[src/rtl/uart_rx_pkg.sv]
// Shared definitions for the oversampled UART receiver: parity encodings,
// receiver FSM states, baud rate table and the baud divisor helper.
package uart_rx_pkg;

  localparam int OVERSAMPLE = 16;
  localparam int MID_SAMPLE = 8;
  localparam int DIV_W      = 20;

  typedef enum logic [1:0] {
    PAR_NONE     = 2'b00,
    PAR_EVEN     = 2'b01,
    PAR_ODD      = 2'b10,
    PAR_NONE_ALT = 2'b11
  } parity_mode_e;

  typedef enum logic [2:0] {
    ST_IDLE   = 3'd0,
    ST_START  = 3'd1,
    ST_DATA   = 3'd2,
    ST_PARITY = 3'd3,
    ST_STOP1  = 3'd4,
    ST_STOP2  = 3'd5
  } rx_state_e;

  // Baud rate selected by the 3-bit baud_select code.
  function automatic int baud_rate(input logic [2:0] sel);
    case (sel)
      3'd0:    return 300;
      3'd1:    return 1200;
      3'd2:    return 4800;
      3'd3:    return 9600;
      3'd4:    return 19200;
      3'd5:    return 38400;
      3'd6:    return 57600;
      default: return 115200;
    endcase
  endfunction

  // Clocks per 16x sample tick, rounded to nearest.
  function automatic logic [DIV_W-1:0] baud_divisor(input int clk_hz, input logic [2:0] sel);
    int baud;
    baud = baud_rate(sel);
    return DIV_W'((clk_hz + (OVERSAMPLE / 2) * baud) / (OVERSAMPLE * baud));
  endfunction

endpackage

[src/rtl/uart_rx_tick_gen.sv]
// 16x oversampling tick generator. The divisor for each baud code is a
// constant folded from CLK_HZ; the counter restarts whenever the receiver
// is idle or the baud code changes so every frame starts phase-aligned.
module uart_rx_tick_gen
  import uart_rx_pkg::*;
#(
  parameter int CLK_HZ = 50_000_000
) (
  input  logic       clk,
  input  logic       reset,
  input  logic [2:0] i_baud_select,
  input  logic       i_clear,
  output logic       o_tick
);

  logic [DIV_W-1:0] w_div_table [8];
  logic [DIV_W-1:0] w_div_m1;
  logic [DIV_W-1:0] r_cnt;
  logic [2:0]       r_baud_prev;
  logic             w_restart;
  logic             w_wrap;

  genvar gi;
  generate
    for (gi = 0; gi < 8; gi++) begin : g_div
      assign w_div_table[gi] = baud_divisor(CLK_HZ, 3'(gi));
    end
  endgenerate

  assign w_div_m1  = w_div_table[i_baud_select] - DIV_W'(1);
  assign w_restart = i_clear || (i_baud_select != r_baud_prev);
  // >= rather than == so a switch to a shorter divisor can never strand the count
  assign w_wrap    = (r_cnt >= w_div_m1);
  assign o_tick    = w_wrap && !w_restart;

  // Divisor counter with restart on idle / baud change.
  always_ff @(posedge clk) begin
    if (!reset) begin
      r_cnt       <= '0;
      r_baud_prev <= 3'd0;
    end else begin
      r_baud_prev <= i_baud_select;
      if (w_restart || w_wrap) r_cnt <= '0;
      else                     r_cnt <= r_cnt + DIV_W'(1);
    end
  end

endmodule

[src/rtl/uart_rx_param.sv]
// Oversampled UART receiver with 3-sample majority vote, runtime parity and
// stop-bit selection, and a ready/valid output with overrun pulse.
// Build option: define UART_RX_FIFO_EN for a FIFO_DEPTH-entry first-word
// fall-through output FIFO; otherwise a single holding register is used.
module uart_rx_param
  import uart_rx_pkg::*;
#(
  parameter int CLK_HZ     = 50_000_000,
  parameter int DATA_W     = 8,
  parameter int FIFO_DEPTH = 4
) (
  input  logic              clk,
  input  logic              reset,
  input  logic [2:0]        baud_select,
  input  logic              Rx_EN,
  input  logic              RxD,
  input  logic [1:0]        parity_mode,
  input  logic              two_stop,
  input  logic              Rx_READY,
  output logic [DATA_W-1:0] Rx_DATA,
  output logic              Rx_VALID,
  output logic              Rx_PERROR,
  output logic              Rx_FERROR,
  output logic              Rx_OERROR
);

  generate
    if (DATA_W < 5 || DATA_W > 9 || FIFO_DEPTH < 2 || (FIFO_DEPTH & (FIFO_DEPTH - 1)) != 0) begin : g_bad_params
      $error("uart_rx_param: DATA_W must be 5..9 and FIFO_DEPTH a power of 2 >= 2");
    end
  endgenerate

  rx_state_e         r_state;
  rx_state_e         w_state_next;
  logic [1:0]        r_sync;
  logic              r_rx_prev;
  logic              w_rx;
  logic              w_fall;
  logic              w_tick;
  logic [3:0]        r_sample_cnt;
  logic [3:0]        r_bit_idx;
  logic              r_s7;
  logic              r_s8;
  logic              w_vote;
  logic              w_mid;
  logic              w_bit_end;
  logic [DATA_W-1:0] r_shift;
  logic [1:0]        r_par_mode;
  logic              r_two_stop;
  logic              r_perr;
  logic              r_ferr;
  logic              r_wait_high;
  logic              r_done;
  logic              w_parity_en;
  logic              w_par_expected;
  logic              w_tick_clear;
  logic              w_vote_data;
  logic              w_vote_parity;
  logic              w_vote_stop;
  logic              w_final_stop;
  logic              w_start_frame;
  logic              w_accept;
  logic              w_out_valid;
  logic [DATA_W-1:0] w_out_data;
  logic              w_out_perr;
  logic              w_out_ferr;
  logic              r_oerror;

  uart_rx_tick_gen #(.CLK_HZ(CLK_HZ)) u_tick_gen (
    .clk          (clk),
    .reset        (reset),
    .i_baud_select(baud_select),
    .i_clear      (w_tick_clear),
    .o_tick       (w_tick)
  );

  assign w_rx      = r_sync[1];
  assign w_fall    = r_rx_prev && !w_rx;
  assign w_mid     = w_tick && (r_sample_cnt == 4'(MID_SAMPLE));
  assign w_bit_end = w_tick && (r_sample_cnt == 4'(OVERSAMPLE - 1));
  // Majority of samples 7, 8 and 9; sample 9 is the live synchronised value.
  assign w_vote    = (r_s7 & r_s8) | (r_s7 & w_rx) | (r_s8 & w_rx);

  assign w_parity_en    = (r_par_mode == PAR_EVEN) || (r_par_mode == PAR_ODD);
  assign w_par_expected = (r_par_mode == PAR_ODD) ? ~^r_shift : ^r_shift;
  assign w_start_frame  = (r_state == ST_IDLE) && (w_state_next == ST_START);

  // Two-flop synchroniser plus previous value for falling-edge detection.
  always_ff @(posedge clk) begin
    if (!reset) begin
      r_sync    <= 2'b11;
      r_rx_prev <= 1'b1;
    end else begin
      r_sync    <= {r_sync[0], RxD};
      r_rx_prev <= w_rx;
    end
  end

  // FSM state register.
  always_ff @(posedge clk) begin
    if (!reset) r_state <= ST_IDLE;
    else        r_state <= w_state_next;
  end

  // FSM next-state logic; dropping Rx_EN aborts any frame in progress.
  always_comb begin
    w_state_next = r_state;
    unique case (r_state)
      ST_IDLE:   if (Rx_EN && w_fall && !r_wait_high) w_state_next = ST_START;
      ST_START:  if (w_mid && w_vote) w_state_next = ST_IDLE;
                 else if (w_bit_end) w_state_next = ST_DATA;
      ST_DATA:   if (w_bit_end && (r_bit_idx == 4'(DATA_W - 1)))
                   w_state_next = w_parity_en ? ST_PARITY : ST_STOP1;
      ST_PARITY: if (w_bit_end) w_state_next = ST_STOP1;
      ST_STOP1:  if (w_mid && !r_two_stop) w_state_next = ST_IDLE;
                 else if (w_bit_end) w_state_next = ST_STOP2;
      ST_STOP2:  if (w_mid) w_state_next = ST_IDLE;
      default:   w_state_next = ST_IDLE;
    endcase
    if (!Rx_EN) w_state_next = ST_IDLE;
  end

  // FSM output decode: per-state vote strobes and tick counter clear.
  always_comb begin
    w_tick_clear  = 1'b0;
    w_vote_data   = 1'b0;
    w_vote_parity = 1'b0;
    w_vote_stop   = 1'b0;
    w_final_stop  = 1'b0;
    unique case (r_state)
      ST_IDLE:   w_tick_clear  = 1'b1;
      ST_DATA:   w_vote_data   = w_mid;
      ST_PARITY: w_vote_parity = w_mid;
      ST_STOP1:  begin
                   w_vote_stop  = w_mid;
                   w_final_stop = w_mid && !r_two_stop;
                 end
      ST_STOP2:  begin
                   w_vote_stop  = w_mid;
                   w_final_stop = w_mid;
                 end
      default:   ;
    endcase
    if (!Rx_EN) begin
      w_vote_data   = 1'b0;
      w_vote_parity = 1'b0;
      w_vote_stop   = 1'b0;
      w_final_stop  = 1'b0;
    end
  end

  // Receive datapath: sample counting, majority samples, shift register, error flags.
  always_ff @(posedge clk) begin
    if (!reset) begin
      r_sample_cnt <= '0;
      r_bit_idx    <= '0;
      r_s7         <= 1'b1;
      r_s8         <= 1'b1;
      r_shift      <= '0;
      r_par_mode   <= 2'b00;
      r_two_stop   <= 1'b0;
      r_perr       <= 1'b0;
      r_ferr       <= 1'b0;
      r_wait_high  <= 1'b0;
      r_done       <= 1'b0;
    end else begin
      r_done <= 1'b0;
      if (w_start_frame) begin
        r_sample_cnt <= '0;
        r_bit_idx    <= '0;
        r_par_mode   <= parity_mode;
        r_two_stop   <= two_stop;
        r_perr       <= 1'b0;
        r_ferr       <= 1'b0;
      end else if (r_state == ST_IDLE) begin
        r_sample_cnt <= '0;
      end else if (w_tick) begin
        r_sample_cnt <= r_sample_cnt + 4'd1;
        if (r_sample_cnt == 4'(MID_SAMPLE - 2)) r_s7 <= w_rx;
        if (r_sample_cnt == 4'(MID_SAMPLE - 1)) r_s8 <= w_rx;
        if ((r_state == ST_DATA) && w_bit_end) r_bit_idx <= r_bit_idx + 4'd1;
      end
      if (w_vote_data)           r_shift <= {w_vote, r_shift[DATA_W-1:1]};
      if (w_vote_parity)         r_perr  <= (w_vote != w_par_expected);
      if (w_vote_stop && !w_vote) r_ferr <= 1'b1;
      if (w_final_stop)          r_done  <= 1'b1;
      // A break leaves the line low; re-arm only after it has been seen high.
      if (w_final_stop && !w_vote && (r_shift == '0)) r_wait_high <= 1'b1;
      else if (w_rx)                                  r_wait_high <= 1'b0;
    end
  end

  assign w_accept = w_out_valid && Rx_READY;

`ifdef UART_RX_FIFO_EN
  localparam int PTR_W   = $clog2(FIFO_DEPTH);
  localparam int ENTRY_W = DATA_W + 2;

  logic [ENTRY_W-1:0] r_mem [FIFO_DEPTH];
  logic [PTR_W-1:0]   r_wr_ptr;
  logic [PTR_W-1:0]   r_rd_ptr;
  logic [PTR_W:0]     r_count;
  logic [ENTRY_W-1:0] w_head;
  logic               w_full;
  logic               w_write;

  assign w_full      = (r_count == (PTR_W + 1)'(FIFO_DEPTH));
  assign w_write     = r_done && (!w_full || w_accept);
  assign w_head      = r_mem[r_rd_ptr];
  assign w_out_valid = (r_count != '0);
  assign w_out_data  = w_out_valid ? w_head[DATA_W-1:0] : '0;
  assign w_out_ferr  = w_out_valid && w_head[DATA_W];
  assign w_out_perr  = w_out_valid && w_head[DATA_W+1];

  // FIFO storage write: {PERROR, FERROR, DATA}.
  always_ff @(posedge clk) begin
    if (w_write) r_mem[r_wr_ptr] <= {r_perr, r_ferr, r_shift};
  end

  // FIFO pointers, occupancy and overrun pulse.
  always_ff @(posedge clk) begin
    if (!reset) begin
      r_wr_ptr <= '0;
      r_rd_ptr <= '0;
      r_count  <= '0;
      r_oerror <= 1'b0;
    end else begin
      r_oerror <= r_done && !w_write;
      if (w_write)  r_wr_ptr <= r_wr_ptr + PTR_W'(1);
      if (w_accept) r_rd_ptr <= r_rd_ptr + PTR_W'(1);
      if (w_write && !w_accept)      r_count <= r_count + (PTR_W + 1)'(1);
      else if (!w_write && w_accept) r_count <= r_count - (PTR_W + 1)'(1);
    end
  end
`else
  logic              r_hold_valid;
  logic [DATA_W-1:0] r_hold_data;
  logic              r_hold_perr;
  logic              r_hold_ferr;

  assign w_out_valid = r_hold_valid;
  assign w_out_data  = r_hold_data;
  assign w_out_perr  = r_hold_perr;
  assign w_out_ferr  = r_hold_ferr;

  // Single holding register; a frame completing while it is occupied and not being accepted is dropped.
  always_ff @(posedge clk) begin
    if (!reset) begin
      r_hold_valid <= 1'b0;
      r_hold_data  <= '0;
      r_hold_perr  <= 1'b0;
      r_hold_ferr  <= 1'b0;
      r_oerror     <= 1'b0;
    end else begin
      r_oerror <= 1'b0;
      if (r_done && (!r_hold_valid || w_accept)) begin
        r_hold_valid <= 1'b1;
        r_hold_data  <= r_shift;
        r_hold_perr  <= r_perr;
        r_hold_ferr  <= r_ferr;
      end else if (r_done) begin
        r_oerror <= 1'b1;
      end else if (w_accept) begin
        r_hold_valid <= 1'b0;
        r_hold_data  <= '0;
        r_hold_perr  <= 1'b0;
        r_hold_ferr  <= 1'b0;
      end
    end
  end
`endif

  assign Rx_DATA   = w_out_data;
  assign Rx_VALID  = w_out_valid;
  assign Rx_PERROR = w_out_perr;
  assign Rx_FERROR = w_out_ferr;
  assign Rx_OERROR = r_oerror;

endmodule
[config.mk]
export PLATFORM = sky130hd
export DESIGN_NAME = uart_rx_param
export DESIGN_NICKNAME = d
export VERILOG_FILES = /design/src/rtl/uart_rx_pkg.sv /design/src/rtl/uart_rx_tick_gen.sv /design/src/rtl/uart_rx_param.sv
export SDC_FILE = /design/constraint.sdc
export NUM_CORES = 1
export LEC_CHECK = 0
export BUFFER_PORTS_ARGS = -buffer_cell sky130_fd_sc_hd__buf_2
export CAP_MARGIN = 25
export CELL_PAD_IN_SITES_DETAIL_PLACEMENT = 1
export CELL_PAD_IN_SITES_GLOBAL_PLACEMENT = 2
export CORE_UTILIZATION = 37
export DETAILED_ROUTE_END_ITERATION = 16
export PLACE_DENSITY = 0.85
export SLEW_MARGIN = 20
export SYNTH_ARGS = -nofsm -noshare
export SYNTH_HDL_FRONTEND = slang
export SYNTH_SLANG_ARGS = --single-unit
[constraint.sdc]
create_clock -name clk -period 5.3 [get_ports clk]
set_input_delay 1.06 -clock clk [delete_from_list [all_inputs] [get_ports clk]]
set_output_delay 1.06 -clock clk [all_outputs]
set_load 0.01 [all_outputs]
* Word-level counts from Yosys, hierarchy flattened
Memory sizes are Yosys's and may differ from the RTL's.
Cells that the tools add are included.
** Operators by class
- $lt $le $gt $ge :: 2
- Bitwise operators :: 9
- Eq/ne operators :: 16
- Multiplexer cells :: 38
- $add $sub $neg :: 4
- Reduce and logical (&&, ||, !) cells :: 43
** Operator list (number)
- $mux 20 :: 2
- $mux 3 :: 10
- $mux 8 :: 3
- $mux 1 :: 21
- $add 20x1->20 const B :: 1
- $ge 20x20->1 :: 1
- $sub 20x1->20 const B :: 1
- $pmux 3 s6 :: 1
- $logic_and 1x1->1 :: 16
- $eq 4x3->1 const B :: 3
- $add 4x1->4 const B :: 2
- $eq 4x4->1 const B :: 2
- $logic_not 8->1 :: 1
- $reduce_and 4->1 :: 2
- $reduce_bool 2->1 :: 4
- $reduce_or 2->1 :: 4
- $reduce_xnor 8->1 :: 1
- $reduce_xor 8->1 :: 1
- $eq 3x1->1 const B :: 2
- $eq 3x2->1 const B :: 2
- $eq 3x3->1 const B :: 2
- $logic_not 1->1 :: 6
- $ge 4x4->1 const B :: 1
- $logic_or 1x1->1 :: 4
- 14 further kinds :: 19
** Storage, ports and cells
- ROM bits :: 160
- Input bits :: 11
- Memories :: 1
- Word-level logic and storage cells :: 134
- Register bits :: 66
** Memory list
- (no name shown) :: depth 8, bits a word 20, rd ports 1, clocked after Yosys merged registers in 0, wr ports 0, RTL line uart_rx_tick_gen.sv:30 : assign w_div_m1 = w_div_table[i_baud_select] - DIV_W'(1);

* Longest topological paths before layout
- Depth after elaboration :: 16
- Depth in mapped cells :: 20

* By module
Synthesis repeated with hierarchy kept, for this count alone.
** Second synthesis, totals
- Cell total of the unflattened synthesis :: 394
- Area, all modules :: 3523.4 µm²
** By module, submodules not included
- uart_rx_param :: instances 1, sequential area each 860.8 µm², cells an instance 217, area an instance 1970.6 µm²
- uart_rx_tick_gen :: instances 1, sequential area each 460.4 µm², cells an instance 177, area an instance 1552.7 µm²

* Worst setup path before layout
Ideal clock, no wire load.
- Path kind :: input to register
- Start point :: input baud_select[2]
- End point :: register r_sample_cnt[3]
- Data required time :: 5.230 ns
- Buffers on the path :: 3
- Cell stages on the path :: 19
- Path slack :: 0.957 ns
- Data arrival time :: 4.273 ns
- Cell sequence :: buf_2 -> clkbuf_1 -> nand2_1 -> nand2_1 -> inv_1 -> ha_1 -> o31ai_1 -> o21bai_1 -> a22o_1 -> or3_1 -> a21boi_0 -> ha_1 -> and3_1 -> nand4_1 -> a21o_1 -> o21a_1 -> buf_6 -> or4_1 -> a21oi_1
** Between the ends
- Longest elaborated chain between the ends :: 15
- Elaborated cells on any way between the ends :: 27
- Those cells by class :: 1 x add/sub; 1 x order compare; 2 x eq/ne; 11 x mux; 1 x bitwise; 10 x reduce/logical; 1 x memory
** RTL lines
- start, declared :: RTL line uart_rx_param.sv:14 : input logic [2:0] baud_select,
- $not 3->4 (not written as such) :: RTL line uart_rx_tick_gen.sv:30
- $mem_v2 8x20
- $mux 20 (not written as such) (2 in a row) :: RTL line uart_rx_tick_gen.sv:30
- $sub 20x1->20 :: RTL line uart_rx_tick_gen.sv:30
- $ge 20x20->1 :: RTL line uart_rx_tick_gen.sv:33 : assign w_wrap = (r_cnt >= w_div_m1);
- $logic_and 1x1->1 (*) :: RTL line uart_rx_tick_gen.sv:34 : assign o_tick = w_wrap && !w_restart;
- $logic_and 1x1->1, on equally long branches :: RTL line uart_rx_param.sv:80, uart_rx_param.sv:79
- $mux 3, or another cell as far along :: RTL line uart_rx_param.sv:116 : else if (w_bit_end) w_state_next = ST_STOP2;
- $mux 3, on equally long branches :: RTL line uart_rx_param.sv:115, uart_rx_param.sv:110, uart_rx_param.sv:112
- $pmux 3 s6 :: RTL line uart_rx_param.sv:108 : unique case (r_state)
- $mux 3 :: RTL line uart_rx_param.sv:120 : if (!Rx_EN) w_state_next = ST_IDLE;
- $eq 3x1->1 :: RTL line uart_rx_param.sv:86 : assign w_start_frame = (r_state == ST_IDLE) && (w_state_next == ST_START);
- $logic_and 1x1->1 :: RTL line uart_rx_param.sv:86
- $reduce_or 3->1 (no line)
- end signal, assigned :: RTL line uart_rx_param.sv:178 : r_sample_cnt <= r_sample_cnt + 4'd1;
- end, declared :: RTL line uart_rx_param.sv:40 : logic [3:0] r_sample_cnt;
Mark *: on every way between the ends. The rest lies on a longest branch, timed or not. The select of a mux whose other input is x is not followed.
A chain may end at the register's enable or synchronous reset.

* Final worst setup path
- Start point :: input baud_select[0]
- End point :: register u_tick_gen.r_cnt[2]
** Between the ends
- Longest elaborated chain between the ends :: 8
- Elaborated cells on any way between the ends :: 10
- Those cells by class :: 1 x add/sub; 1 x order compare; 1 x eq/ne; 2 x mux; 1 x bitwise; 3 x reduce/logical; 1 x memory
** RTL lines
- $not 3->4 (not written as such) :: RTL line uart_rx_tick_gen.sv:30
- $mem_v2 8x20
- $mux 20 (not written as such) (2 in a row) :: RTL line uart_rx_tick_gen.sv:30
- $sub 20x1->20 :: RTL line uart_rx_tick_gen.sv:30
- $ge 20x20->1 :: RTL line uart_rx_tick_gen.sv:33
- $logic_or 1x1->1 (*) :: RTL line uart_rx_tick_gen.sv:43 : if (w_restart || w_wrap) r_cnt <= '0;
- $reduce_or 2->1 (no line) (*)
- end signal, assigned :: RTL line uart_rx_tick_gen.sv:44 : else r_cnt <= r_cnt + DIV_W'(1);
- end, declared :: RTL line uart_rx_tick_gen.sv:18 : logic [DIV_W-1:0] r_cnt;
Marks and branches as above.

==> impl_summary.md <==
Job
The number of max-cap violations is 0.

Clock network
After clock tree synthesis, the clock-pin slew on the worst setup and hold paths is 80 ps. Counting the buffers created by CTS gives 9. The maximum level of the CTS H-tree is 3.

The post-cts sizing count is 0. After clock tree synthesis, the setup repair step added 0 buffers. No sink is reached through more buffers than the 2 on the longest clock path. The total clock sinks is 66. The clock reaches the later pin of the worst-skew pair after 360 ps. The root buffer cell is sky130_fd_sc_hd__clkbuf_8. The number of buffers added to fix hold violations after cts is 0. TritonCTS built the clock tree.

Final layout
Relative to the synthesized area, the layout overhead comes to 11.5%. The net count reported at finish is about 500. The number of filler cells placed in the layout is 1,202. The fraction of layout cells with a size suffix above 1 is 10.2%. The final antenna diode count is 0.

Power
For this design the static power due to leakage is 1.55 nW. VDD sags by at most 108 µV. Power spread over the standard cell area amounts to 245 nW/µm². Total power for the finished layout comes to 0.00101 W.

Worst setup path
STA classifies the critical path endpoint as a flip-flop. The kind of cell adding the most delay to the critical path is compound AO/OA/AOI/OAI gates. The combined buffer and inverter count along the critical path is 4. The worst stage delay on the critical path is roughly 330 ps. STA classifies the critical path startpoint as an input pin.

The master of the slowest instance on the critical path is sky130_fd_sc_hd__or3_1. The data arrival at the endpoint of the critical path is 4910 ps. Walking the worst path, the cells encountered are buf_2, inv_1, ha_1, nand2_1, nand2_1, inv_1, ha_1, o31ai_1, o21bai_1, a22o_1, or3_1, a21boi_0, ha_1, and3_1, a221o_1, a31oi_1, o21a_1, buf_4, nand3_4, nor2_1. The library cell appearing most often on the critical path is sky130_fd_sc_hd__ha_1. The classification of the worst setup path is input pin to flip-flop. The required time reported for the critical path endpoint is 5580 ps.

Along the worst path, the maximum fanout reaches 29.

Detailed routing
The DRC violation count after routing is 0. The via count of the routed design is 3,164. The ratio of routed vias to standard cells is 5.31. The final routed wire length divided by cell count is 15.3 µm.

The total wire length is about 9100 µm. The pre-antenna-repair detailed-routing pass consisted of 4 iterations. The count of nets left with antenna violations once routing finished came out at 0. The first-iteration detailed-routing DRC count is 69.

Floorplan
The die is slightly above 100 µm tall. The horizontal die dimension is 102 µm. In this run the count of I/O pins placed on the die edge is 23. The die covers 10,400 µm². The effective utilization at floorplan is 38.1%. The number of placement rows is 36. After floorplanning, the core was sized to cover 9730 µm².

Synth
sky130_fd_sc_hd__dfxtp_1 takes more of the synthesized area than any other cell. The number of synthesized flops with an enable pin is 0. For this run, asynchronously set or reset flops after synthesis account for 0%. After synthesis, flip-flops and latches occupy 35.6% of the total area. By area the synthesized netlist is led by sky130_fd_sc_hd__dfxtp_1, sky130_fd_sc_hd__ha_1, sky130_fd_sc_hd__nor2_1.

Counting instances in the post-synthesis netlist gives the leading cell types as sky130_fd_sc_hd__dfxtp_1, sky130_fd_sc_hd__nor2_1, sky130_fd_sc_hd__ha_1. The area share of the leading cell type in the synthesized netlist is 35.6%. For this run, the number of Yosys warnings is 0.

The combined area of all synthesized cells is 3710 µm². The most common cell in the synthesized netlist is sky130_fd_sc_hd__dfxtp_1. Counting flops and latches in the post-synthesis netlist gives between 60 and 70.

Each instance of the synthesized netlist takes up on average between 8 and 9 µm². The count of distinct cell types in the synthesized netlist is 56. The cell count after synthesis came out at 436. The dominant synthesized flop cell is sky130_fd_sc_hd__dfxtp_1.

STA
The count of final max-slew check failures is 0. The share of the clock period used by the worst path is 87.3%. Timing would allow up to between 0.2 and 0.25 GHz.

The total negative setup slack is 0 ps. For the finished layout, the period the worst path requires is 4620 ps. Setup violations remaining at the end of the flow were counted as 0. Setup repair after global routing left no endpoint under its margin.

The final setup skew is 12.9 ps. The number of hold-slack violations in the final timing report is 0. The worst setup margin is 675 ps. The worst pin sits at a relative slew slack of a little under half.

At the pin with the least slew margin, the transition time is about 800 ps.

Global route
The met3 track demand over resource in global routing is 3.90%. The busiest metal layer after global routing is met2. In the global route stage, overall resource usage came out at 18.9%. The global-route wire length before repair is 15,300 µm. The initial antenna violation count was 0. The via count of the first global-routing pass is 3,192. For this run the aggregate overflow at the end of global routing stands at 0. The global routing usage on met1 is about a quarter. Entering global routing, the biggest net connects 30 pins. The met2 track demand over resource in global routing is between 30% and 40%.

Place
Prior to clock tree synthesis, the placed netlist has a worst setup slack of 335 ps. The routability congestion estimate is 0.817. Once detailed placement completed, the half-perimeter wirelength came to 6650 µm.

Port buffering added 22 buffers.

Status
The flow ran to the end, and the final reports show no timing, DRC or antenna violations.

Min path
The type of the worst min-delay path is flip-flop to flip-flop.
area by class of cell:
class	instances	area, µm²	area share (%)
inverter	28	105	2.54
multi-input combinational	328	2210	53.4
timing repair buffer	25	133	3.21
clock buffer	10	138	3.33
tap	133	166	4.03
sequential	66	1320	32.0
clock inverter	6	65.1	1.57
sequential cells by signal, summed over array words and instances (netlist names), 2 cells and up:
register / count
r_state: 3
r_shift: 8
r_bit_idx: 4
u_tick_gen.r_cnt: 20
Rx_DATA: 8
u_tick_gen.r_baud_prev: 3
r_sample_cnt: 4
r_par_mode: 2
r_sync: 2
stage by stage:
stage	std cells	util [%]	area (µm²)	hold slack [ps]
floorplan	440	-	3720	386
global placement	580	40.4	3930	392
detailed placement	580	40.4	3930	401
CTS	596	42.5	4130	423
global route	596	42.5	4130	440
finish	596	42.5	4130	417
logic make-up (layout without fill, tap and decap cells):
family | count (synthesis) | after routing | share of synthesized area (%)
XOR/XNOR | 26 | 26 | 6.14
AND/OR/NAND/NOR | 163 | 163 | 22.6
other | 1 | 5 | 0.101
buffers and inverters | 46 | 69 | 5.26
flip-flops | 66 | 66 | 35.6
AO/OA/AOI/OAI | 86 | 86 | 15.1
adder cells (fa/ha/maj) | 34 | 34 | 11.4
multiplexers | 14 | 14 | 3.78
worst paths after layout:
kind / startpoint / endpoint / slack [ps] / cells past startpoint
max reg2reg: u_tick_gen.r_cnt[0] / u_tick_gen.r_cnt[2] / 2590 / 9
min: r_sync[0] / r_sync[1] / 420 / 1
max: baud_select[0] / u_tick_gen.r_cnt[2] / 680 / 20
min reg2reg: r_sync[0] / r_sync[1] / 420 / 1
power by group:
group / total (W) / internal [W] / leakage (nW) / switching, W
registers: 0.000502 / 0.000500 / 0.535 / 0.00000203
clock network: 0.000439 / 0.000231 / 0.103 / 0.000209
logic: 0.0000714 / 0.0000277 / 0.916 / 0.0000437
routing by layer:
metal  wire length (µm)  vias to the layer above
met1               4520                     1544
li1                   -                     1579
met3                229                       11
met2               4260                       30
met5                  0                        -
met4                129                        0
layout by cell type, fill, tap and decap left out, types with 2 or more instances in the layout:
master / Yosys / final
sky130_fd_sc_hd__clkinv_2: 0 / 2
sky130_fd_sc_hd__a21boi_0: 3 / 3
sky130_fd_sc_hd__nor2b_1: 6 / 6
sky130_fd_sc_hd__nand2_1: 26 / 26
sky130_fd_sc_hd__buf_2: 3 / 22
sky130_fd_sc_hd__and2_1: 4 / 4
sky130_fd_sc_hd__a221oi_1: 7 / 7
sky130_fd_sc_hd__o21ai_0: 24 / 24
sky130_fd_sc_hd__nand4_1: 13 / 13
sky130_fd_sc_hd__o31ai_1: 7 / 7
sky130_fd_sc_hd__o211ai_1: 3 / 3
sky130_fd_sc_hd__nor4_1: 2 / 2
sky130_fd_sc_hd__clkbuf_8: 0 / 10
sky130_fd_sc_hd__nor4b_1: 2 / 2
sky130_fd_sc_hd__o21a_1: 3 / 3
sky130_fd_sc_hd__and3_1: 4 / 4
sky130_fd_sc_hd__xnor2_1: 19 / 19
sky130_fd_sc_hd__dfxtp_1: 66 / 66
sky130_fd_sc_hd__nand3_4: 2 / 2
sky130_fd_sc_hd__mux2i_1: 14 / 14
sky130_fd_sc_hd__buf_4: 3 / 3
sky130_fd_sc_hd__inv_1: 27 / 27
sky130_fd_sc_hd__xor2_1: 7 / 7
sky130_fd_sc_hd__and4_1: 2 / 2
sky130_fd_sc_hd__nor3_1: 7 / 7
sky130_fd_sc_hd__nand2b_1: 5 / 5
sky130_fd_sc_hd__nor2_1: 55 / 55
sky130_fd_sc_hd__conb_1: 1 / 5
sky130_fd_sc_hd__or4_1: 4 / 4
sky130_fd_sc_hd__a21o_1: 4 / 4
sky130_fd_sc_hd__ha_1: 33 / 33
sky130_fd_sc_hd__or3_1: 7 / 7
sky130_fd_sc_hd__a21oi_1: 21 / 21
sky130_fd_sc_hd__a32oi_1: 3 / 3
sky130_fd_sc_hd__nand3_1: 17 / 17
(Power assumes the default switching activity.)
